[config.mk]
export PLATFORM = sky130hd
export DESIGN_NAME = magnetron_sequencer_flat
export DESIGN_NICKNAME = d
export VERILOG_FILES = /design/src/rtl/magnetron_sequencer_if.sv /design/src/rtl/magnetron_sequencer.sv /design/src/flat_wrapper.sv
export SDC_FILE = /design/constraint.sdc
export NUM_CORES = 1
export LEC_CHECK = 0
export ABC_AREA = 1
export ABC_CLOCK_PERIOD_IN_PS = 4500
export BUFFER_PORTS_ARGS = -buffer_cell sky130_fd_sc_hd__buf_4
export CAP_MARGIN = 30
export CORE_UTILIZATION = 50
export DETAILED_ROUTE_END_ITERATION = 10
export PLACE_DENSITY = 0.76
export RECOVER_POWER = 50
export SYNTH_ARGS = -nofsm -noshare
export SYNTH_HDL_FRONTEND = slang
export SYNTH_SLANG_ARGS = --single-unit
[constraint.sdc]
create_clock -name clk -period 4.5 [get_ports clk]
set_clock_uncertainty 0.15 [all_clocks]
set_input_delay 0.45 -clock clk [delete_from_list [all_inputs] [get_ports clk]]
set_output_delay 0.45 -clock clk [all_outputs]
set_load 0.005 [all_outputs]
[src/rtl/magnetron_sequencer_if.sv]
// Front-end/drive bundle for the magnetron sequencer: button levels, door, tick and load in; drive and status out.
interface magnetron_sequencer_if #(
    parameter int TIME_W = 12
);
    logic              startn;
    logic              stopn;
    logic              clearn;
    logic              door_closed;
    logic              tick;
    logic              load_en;
    logic [TIME_W-1:0] load_time;
    logic [3:0]        load_power;
    logic              mag_on;
    logic [TIME_W-1:0] remaining;
    logic [1:0]        state;
    logic              done_pulse;
    logic              beep;

    modport master (
        output startn, stopn, clearn, door_closed, tick, load_en, load_time, load_power,
        input  mag_on, remaining, state, done_pulse, beep
    );

    modport slave (
        input  startn, stopn, clearn, door_closed, tick, load_en, load_time, load_power,
        output mag_on, remaining, state, done_pulse, beep
    );
endinterface

[src/rtl/magnetron_sequencer.sv]
// Cook-cycle controller: counts cook time down on a 1 Hz tick, duty-cycles mag_on by power level,
// handles pause/resume/clear/door interlock and beeps on completion. Buttons act one edge after being sampled.
module magnetron_sequencer #(
    parameter int TIME_W     = 12,
    parameter int BEEP_TICKS = 3
) (
    input  logic                    clk,
    input  logic                    resetn,
    magnetron_sequencer_if.slave    bus
);
    localparam int BW = (BEEP_TICKS < 1) ? 1 : $clog2(BEEP_TICKS + 1);
    localparam logic [BW-1:0] BEEP_MAX = BW'(BEEP_TICKS);

    typedef enum logic [1:0] {
        ST_IDLE  = 2'd0,
        ST_COOK  = 2'd1,
        ST_PAUSE = 2'd2,
        ST_DONE  = 2'd3
    } state_t;

    state_t            state_q, state_d;
    logic [TIME_W-1:0] remaining_q, remaining_d;
    logic [3:0]        power_q, power_d;
    logic [3:0]        phase_q, phase_d;
    logic [BW-1:0]     beep_cnt_q, beep_cnt_d;
    logic              done_pulse_q, done_pulse_d;

    // Buttons are sampled once, then compared against the previous sample for a falling edge.
    logic start_s_q, stop_s_q, clear_s_q;
    logic start_prev_q, stop_prev_q, clear_prev_q;

    logic start_ev, stop_ev, clear_ev;
    logic [3:0] load_power_sat;

    assign start_ev = start_prev_q & ~start_s_q;
    assign stop_ev  = stop_prev_q  & ~stop_s_q;
    assign clear_ev = clear_prev_q & ~clear_s_q;

    assign load_power_sat = (bus.load_power == 4'd0 || bus.load_power > 4'd10) ? 4'd10 : bus.load_power;

    always_comb begin
        state_d      = state_q;
        remaining_d  = remaining_q;
        power_d      = power_q;
        phase_d      = phase_q;
        beep_cnt_d   = beep_cnt_q;
        done_pulse_d = 1'b0;

        case (state_q)
            ST_IDLE: begin
                if (clear_ev) begin
                    remaining_d = '0;
                end else begin
                    if (bus.load_en) begin
                        remaining_d = bus.load_time;
                        power_d     = load_power_sat;
                    end
                    if (start_ev && bus.door_closed && remaining_q != '0) begin
                        state_d = ST_COOK;
                        phase_d = 4'd0;
                    end
                end
            end
            ST_COOK: begin
                if (clear_ev) begin
                    state_d     = ST_IDLE;
                    remaining_d = '0;
                end else if (!bus.door_closed || stop_ev) begin
                    state_d = ST_PAUSE;
                end else if (bus.tick && !start_ev) begin
                    if (remaining_q != '0) begin
                        remaining_d = remaining_q - 1'b1;
                    end
                    phase_d = (phase_q == 4'd9) ? 4'd0 : phase_q + 4'd1;
                    if (remaining_q == TIME_W'(1)) begin
                        state_d      = ST_DONE;
                        done_pulse_d = 1'b1;
                        beep_cnt_d   = '0;
                    end
                end
            end
            ST_PAUSE: begin
                if (clear_ev || stop_ev) begin
                    state_d     = ST_IDLE;
                    remaining_d = '0;
                end else if (start_ev && bus.door_closed) begin
                    state_d = ST_COOK;
                    phase_d = 4'd0;
                end
            end
            ST_DONE: begin
                if (start_ev || stop_ev || clear_ev || !bus.door_closed || bus.load_en) begin
                    state_d = ST_IDLE;
                    if (bus.load_en) begin
                        remaining_d = bus.load_time;
                        power_d     = load_power_sat;
                    end
                end else if (beep_cnt_q >= BEEP_MAX) begin
                    state_d = ST_IDLE;
                end else if (bus.tick) begin
                    beep_cnt_d = beep_cnt_q + 1'b1;
                end
            end
            default: state_d = ST_IDLE;
        endcase
    end

    always_ff @(posedge clk) begin
        if (!resetn) begin
            state_q      <= ST_IDLE;
            remaining_q  <= '0;
            power_q      <= 4'd10;
            phase_q      <= 4'd0;
            beep_cnt_q   <= '0;
            done_pulse_q <= 1'b0;
            start_s_q    <= 1'b1;
            stop_s_q     <= 1'b1;
            clear_s_q    <= 1'b1;
            start_prev_q <= 1'b1;
            stop_prev_q  <= 1'b1;
            clear_prev_q <= 1'b1;
        end else begin
            state_q      <= state_d;
            remaining_q  <= remaining_d;
            power_q      <= power_d;
            phase_q      <= phase_d;
            beep_cnt_q   <= beep_cnt_d;
            done_pulse_q <= done_pulse_d;
            start_s_q    <= bus.startn;
            stop_s_q     <= bus.stopn;
            clear_s_q    <= bus.clearn;
            start_prev_q <= start_s_q;
            stop_prev_q  <= stop_s_q;
            clear_prev_q <= clear_s_q;
        end
    end

    // Door term is raw so opening the door kills the magnetron without waiting for a clock edge.
    assign bus.mag_on     = (state_q == ST_COOK) & bus.door_closed & (phase_q < power_q);
    assign bus.remaining  = remaining_q;
    assign bus.state      = state_q;
    assign bus.done_pulse = done_pulse_q;
    assign bus.beep       = (state_q == ST_DONE) & (beep_cnt_q < BEEP_MAX);
endmodule
[src/flat_wrapper.sv]
// flat-port wrapper written by rule: the top's interface ports become plain ports
module magnetron_sequencer_flat 
#(
    parameter int TIME_W     = 12,
    parameter int BEEP_TICKS = 3
)
  (clk, resetn, bus_startn, bus_stopn, bus_clearn, bus_door_closed, bus_tick, bus_load_en, bus_load_time, bus_load_power, bus_mag_on, bus_remaining, bus_state, bus_done_pulse, bus_beep);
  magnetron_sequencer_if #(.TIME_W(TIME_W)) bus_i ();
  input  logic clk;
  input  logic resetn;
  input wire logic [$bits(bus_i.startn)-1:0] bus_startn;
  input wire logic [$bits(bus_i.stopn)-1:0] bus_stopn;
  input wire logic [$bits(bus_i.clearn)-1:0] bus_clearn;
  input wire logic [$bits(bus_i.door_closed)-1:0] bus_door_closed;
  input wire logic [$bits(bus_i.tick)-1:0] bus_tick;
  input wire logic [$bits(bus_i.load_en)-1:0] bus_load_en;
  input wire logic [$bits(bus_i.load_time)-1:0] bus_load_time;
  input wire logic [$bits(bus_i.load_power)-1:0] bus_load_power;
  output wire logic [$bits(bus_i.mag_on)-1:0] bus_mag_on;
  output wire logic [$bits(bus_i.remaining)-1:0] bus_remaining;
  output wire logic [$bits(bus_i.state)-1:0] bus_state;
  output wire logic [$bits(bus_i.done_pulse)-1:0] bus_done_pulse;
  output wire logic [$bits(bus_i.beep)-1:0] bus_beep;
  assign bus_i.startn = bus_startn;
  assign bus_i.stopn = bus_stopn;
  assign bus_i.clearn = bus_clearn;
  assign bus_i.door_closed = bus_door_closed;
  assign bus_i.tick = bus_tick;
  assign bus_i.load_en = bus_load_en;
  assign bus_i.load_time = bus_load_time;
  assign bus_i.load_power = bus_load_power;
  assign bus_mag_on = bus_i.mag_on;
  assign bus_remaining = bus_i.remaining;
  assign bus_state = bus_i.state;
  assign bus_done_pulse = bus_i.done_pulse;
  assign bus_beep = bus_i.beep;
  magnetron_sequencer #(.TIME_W(TIME_W), .BEEP_TICKS(BEEP_TICKS)) u_core (.clk(clk), .resetn(resetn), .bus(bus_i));
endmodule
== After elaboration in Yosys (flattened, before gate mapping) ==
Index checks and enable logic that the tools add are counted.

* Input port bits: 24
* Logic and storage cells: 123
* Bits in registers: 31
* Output and inout port bits: 17

* Order comparisons: 4
* Mux-type cells: 43
* Bitwise gates (word level): 12
* Eq/ne operators: 25
* Reductions and logical operators: 24
* Add/sub/neg operators: 3

{| class="wikitable"
|+ Operator list
! cell !! number
|-
| $mux 12 || 8
|-
| $mux 4 || 12
|-
| $pmux 12 s4 || 1
|-
| $mux 2 || 17
|-
| $reduce_and 8->1 || 2
|-
| $ne 2x2->1 const B || 7
|-
| $eq 12x1->1 const B || 1
|-
| $ne 2x1->1 const B || 6
|-
| $ne 3x1->1 const B || 4
|-
| $pmux 4 s3 || 1
|-
| $reduce_bool 12->1 || 1
|-
| $sub 12x1->12 const B || 1
|-
| $ne 4x1->1 const B || 2
|-
| $pmux 2 s4 || 1
|-
| $pmux 4 s2 || 1
|-
| $logic_or 1x1->1 || 7
|-
| $and 1x1->1 || 6
|-
| $not 1->1 || 6
|-
| $reduce_and 6->1 || 1
|-
| $reduce_and 5->1 || 1
|-
| $reduce_or 5->1 || 1
|-
| $add 4x1->4 const B || 1
|-
| $eq 2x2->1 const B || 2
|-
| $eq 4x4->1 const B || 1
|-
| other kinds (16) || 20
|}

== Logic depth before layout (Yosys ltp) ==
* Word-level depth: 8
* Gate-level depth with buffers: 11
* Gate-level depth less buffers: 11

== Least setup slack after synthesis ==
Ideal clock, no wire load.

* Kind: register to output
* From: register u_core.phase_q[1]
* To: output bus_mag_on
* Buffers on the path: 0
* Data required time: 3.900 ns
* Slack: 2.892 ns
* Cell stages (with the launch flop): 6
* Arrival: 1.008 ns
* Cells stage by stage: dfxtp_1 -> ha_1 -> o21a_1 -> o211ai_1 -> nand2_1 -> nor2_1

* Cells in the longest elaborated chain, start to end: 2

{| class="wikitable"
|+ RTL lines
! what !! line !! text
|-
| from (decl) || magnetron_sequencer.sv:24 || <nowiki>logic [3:0] phase_q, phase_d;</nowiki>
|-
| from (signal assigned) || magnetron_sequencer.sv:126 || <nowiki>phase_q <= phase_d;</nowiki>
|-
| $lt 4x4->1 || magnetron_sequencer.sv:139 || <nowiki>assign bus.mag_on = (state_q == ST_COOK) & bus.door_closed & (phase_q < power_q);</nowiki>
|-
| $and 1x1->1 || magnetron_sequencer.sv:139 ||
|-
| to (decl) || flat_wrapper.sv:19 || <nowiki>output wire logic [$bits(bus_i.mag_on)-1:0] bus_mag_on;</nowiki>
|}

Every way passes these cells.

== Worst setup path after layout ==
Same ends and word-level chain as after synthesis.

==> metrics.json <==
{
  "multiInputGateArea_um2": 1420,
  "crit_path_start_kind": "register",
  "min-delay-path-class": "in2reg",
  "avgViaCountPerCell": 5.21,
  "flow.area_growth_from_synthesis_pct": 16.9,
  "post-place-ws_ns": 2.40,
  "setup.worst_path.class": "reg2out",
  "r2r-end": "u_core.power_q[2]",
  "placement_rows": 24,
  "max-clock-path-buffers": 2,
  "vdd_ir_drop_max_uv": 307,
  "post_drt_wl_per_cell_um": 12.2,
  "launching_element_of_the_worst_setup_path": "u_core.phase_q[1]",
  "ff_latch_area_um2": 621,
  "timing.final.max_slew_violations": 0,
  "gr-usage-all-layers_pct": 24.4,
  "synth.cell_area_um2": 2270,
  "finalNetCount": 437,
  "detail_route.drc_violations": 0,
  "post_cts_resized": 0,
  "post-route-util_pct": 61.0,
  "power_density_nw_per_um2": 603,
  "post_cts.repair.setup_buffers": 0,
  "global_route_wire_length_before_repair_um": 9490,
  "post_synth_num_cell_types": 33,
  "cts-buffers-inserted": 5,
  "number_of_enable_flip_flop_cells_after_synthesis": 0,
  "tightest_slew_ns": 0.861,
  "cts.clk_slew.worst_paths_ns": 0.06,
  "cap_violations": 0,
  "layout.cells.most_common_list": "102 x sky130_fd_sc_hd__nand2_1, 51 x sky130_fd_sc_hd__nor2_1, 34 x sky130_fd_sc_hd__nand3_1, 32 x sky130_fd_sc_hd__inv_1, 31 x sky130_fd_sc_hd__dfxtp_1",
  "routed-via-count": 2383,
  "htree_num_levels": 2,
  "clk_latency_ns": 0.29,
  "cts_sinks": 31,
  "fmax_mhz": 471,
  "crit_path_max_fanout": 5,
  "worst_r2r_startpoint": "u_core.bus.state[1]",
  "horizontal_die_dimension_um": 69.4,
  "dp_hpwl_um": 4170,
  "first_iter_violations": 135,
  "post_synth_inst_count": 367,
  "worst_r2r_path_depth": 7,
  "report.final.setup_viol": 0,
  "finalWorstPathRequiredPeriod_ns": 2.12,
  "first_global_vias": 2112,
  "gp_congestion": 0.899,
  "floorplan.io_pins": 41,
  "yosysWarnings": 0,
  "syn_area_per_cell_um2": 6.19,
  "drt-pass1-iter-count": 7,
  "drtAntennaViolNets": 0,
  "endpoint": "bus_mag_on",
  "synth.net_count": 400,
  "crit_arrival_ns": 1.52,
  "drt-total-wl_um": 5590,
  "floorplan.core_area_um2": 4350,
  "final_count_of_hold_timing_violations": 0,
  "synth_ff_type": "sky130_fd_sc_hd__dfxtp_1",
  "grt_start_max_net_pins": 19,
  "final_cell_count_no_fill": 457,
  "start_util_pct": 52.2,
  "final.setup.worst_slack_ns": 2.38,
  "r2r_setup_slack_ns": 2.63,
  "fillCellCount": 429,
  "antenna_found_initial": 0,
  "clock_tree_from_tritoncts": "yes",
  "placed_cells_incl_taps": 449,
  "total_leakage_power_nw": 1.32,
  "synth_seq_area_share_pct": 27.3,
  "cp-end-kind": "output port",
  "worst_slew_margin_rel_pct": 42.6,
  "ys_ff_latch": 31,
  "overflow": 0,
  "cts-hold-fix-buffers": 0,
  "postSynth.asyncResetShare_pct": 0,
  "insertedDiodeCount": 0,
  "hold_slack_ns": 0.198,
  "die-area_um2": 4820,
  "outcome": "finished clean",
  "grt_setup_unrepaired": "false",
  "crit_required_ns": 3.90,
  "io_buffer_count": 40,
  "final_common_cell": "sky130_fd_sc_hd__nand2_1",
  "tns_ns": 0,
  "clock-root-buffer": "sky130_fd_sc_hd__clkbuf_8",
  "chipHeight_um": 69.4,
  "min_period_over_period_pct": 47.1,
  "fraction_of_layout_instances_using_a_drive_strength_above_1_pct": 21.2
}
-- synthesized netlist by cell type, types with 2 or more instances --
master / number / area (um^2)
sky130_fd_sc_hd__dfxtp_1: 31 / 621
sky130_fd_sc_hd__nor2_1: 49 / 184
sky130_fd_sc_hd__nor2_2: 11 / 68.8
sky130_fd_sc_hd__buf_2: 3 / 15.0
sky130_fd_sc_hd__o21ai_0: 13 / 65.1
sky130_fd_sc_hd__or2_2: 4 / 25.0
sky130_fd_sc_hd__nand3_1: 34 / 170
sky130_fd_sc_hd__o21ai_1: 7 / 35.0
sky130_fd_sc_hd__nor2_4: 2 / 22.5
sky130_fd_sc_hd__nand2_4: 3 / 33.8
sky130_fd_sc_hd__buf_6: 3 / 33.8
sky130_fd_sc_hd__inv_1: 32 / 120
sky130_fd_sc_hd__inv_2: 9 / 33.8
sky130_fd_sc_hd__o211ai_1: 5 / 37.5
sky130_fd_sc_hd__a21oi_1: 12 / 60.1
sky130_fd_sc_hd__nand2_1: 102 / 383
sky130_fd_sc_hd__clkbuf_1: 3 / 11.3
sky130_fd_sc_hd__nand2_2: 5 / 31.3
sky130_fd_sc_hd__a21oi_2: 5 / 43.8
sky130_fd_sc_hd__o22ai_1: 3 / 18.8
sky130_fd_sc_hd__nand4_1: 5 / 31.3
sky130_fd_sc_hd__nor3_1: 7 / 35.0
sky130_fd_sc_hd__ha_1: 9 / 113
-- cells by family (layout without fill, tap and decap cells) --
| kind of cell | after synthesis | in the layout | synth area share, % |
|---|---|---|---|
| and+or+nand+nor | 224 | 224 | 43.9 |
| adders and majority gates | 9 | 9 | 4.96 |
| AOI/OAI and AO/OA | 50 | 50 | 13.5 |
| xor gates and xnor gates | 1 | 1 | 0.386 |
| buffers and inverters | 52 | 90 | 9.97 |
| DFF | 31 | 31 | 27.3 |
-- sequential cells by signal (all words and copies together) (netlist names) --
register and count:
u_core.bus.remaining 12, u_core.phase_q 4, u_core.power_q 4, u_core.beep_cnt_q 2
u_core.bus.state 2, u_core.bus.done_pulse 1, u_core.clear_prev_q 1, u_core.clear_s_q 1
u_core.start_prev_q 1, u_core.start_s_q 1, u_core.stop_prev_q 1, u_core.stop_s_q 1
-- layout make-up --
cell class              instances  area share [%]
multi-input cells             284            53.3
flip-flops and latches         31            23.4
well taps                      52            2.45
inverters                      42            5.98
repair buffers                 40            11.2
clock buffers                   8            3.77
-- metal layers --
layer / track usage, % / routed length, um
met1: 33.6 / 2740
met2: 38.7 / 2490
met3: 4.07 / 276
met4: 7.94 / 85
met5: 0 / 0
-- through the flow --
stage | instance area [um^2] | power, mW
finish | 2660 | 1.60
floorplan | 2270 | 1.12
global placement | 2570 | 1.34
detailed placement | 2570 | 1.36
CTS | 2670 | 1.60
global route | 2660 | 1.74
-- critical path, stage by stage, from the launching register on --
cell and delay (ns):
sky130_fd_sc_hd__dfxtp_1 0.43, sky130_fd_sc_hd__ha_1 0.27, sky130_fd_sc_hd__o21a_1 0.10, sky130_fd_sc_hd__o211ai_1 0.15, sky130_fd_sc_hd__nand2_1 0.07, sky130_fd_sc_hd__nor2_1 0.10, sky130_fd_sc_hd__buf_4 0.12
-- worst min-delay path by stage --
stage | startpoint | endpoint | slack (ns) | depth (start not counted)
finish | bus_stopn | u_core.stop_s_q | 0.20 | 2
CTS | bus_startn | u_core.start_s_q | 0.19 | 2
global route | bus_startn | u_core.start_s_q | 0.19 | 2
detailed placement | u_core.stop_s_q | u_core.stop_prev_q | 0.26 | 2
floorplan | u_core.stop_s_q | u_core.stop_prev_q | 0.25 | 2
global placement | u_core.stop_s_q | u_core.stop_prev_q | 0.25 | 2
-- report_power, final --
| group | switching (mW) | total, mW | internal [mW] |
|---|---|---|---|
| registers | 0.101 | 0.447 | 0.346 |
| clock network | 0.103 | 0.242 | 0.139 |
| logic | 0.570 | 0.912 | 0.342 |
No activity file was read; power rests on OpenSTA's default activity.
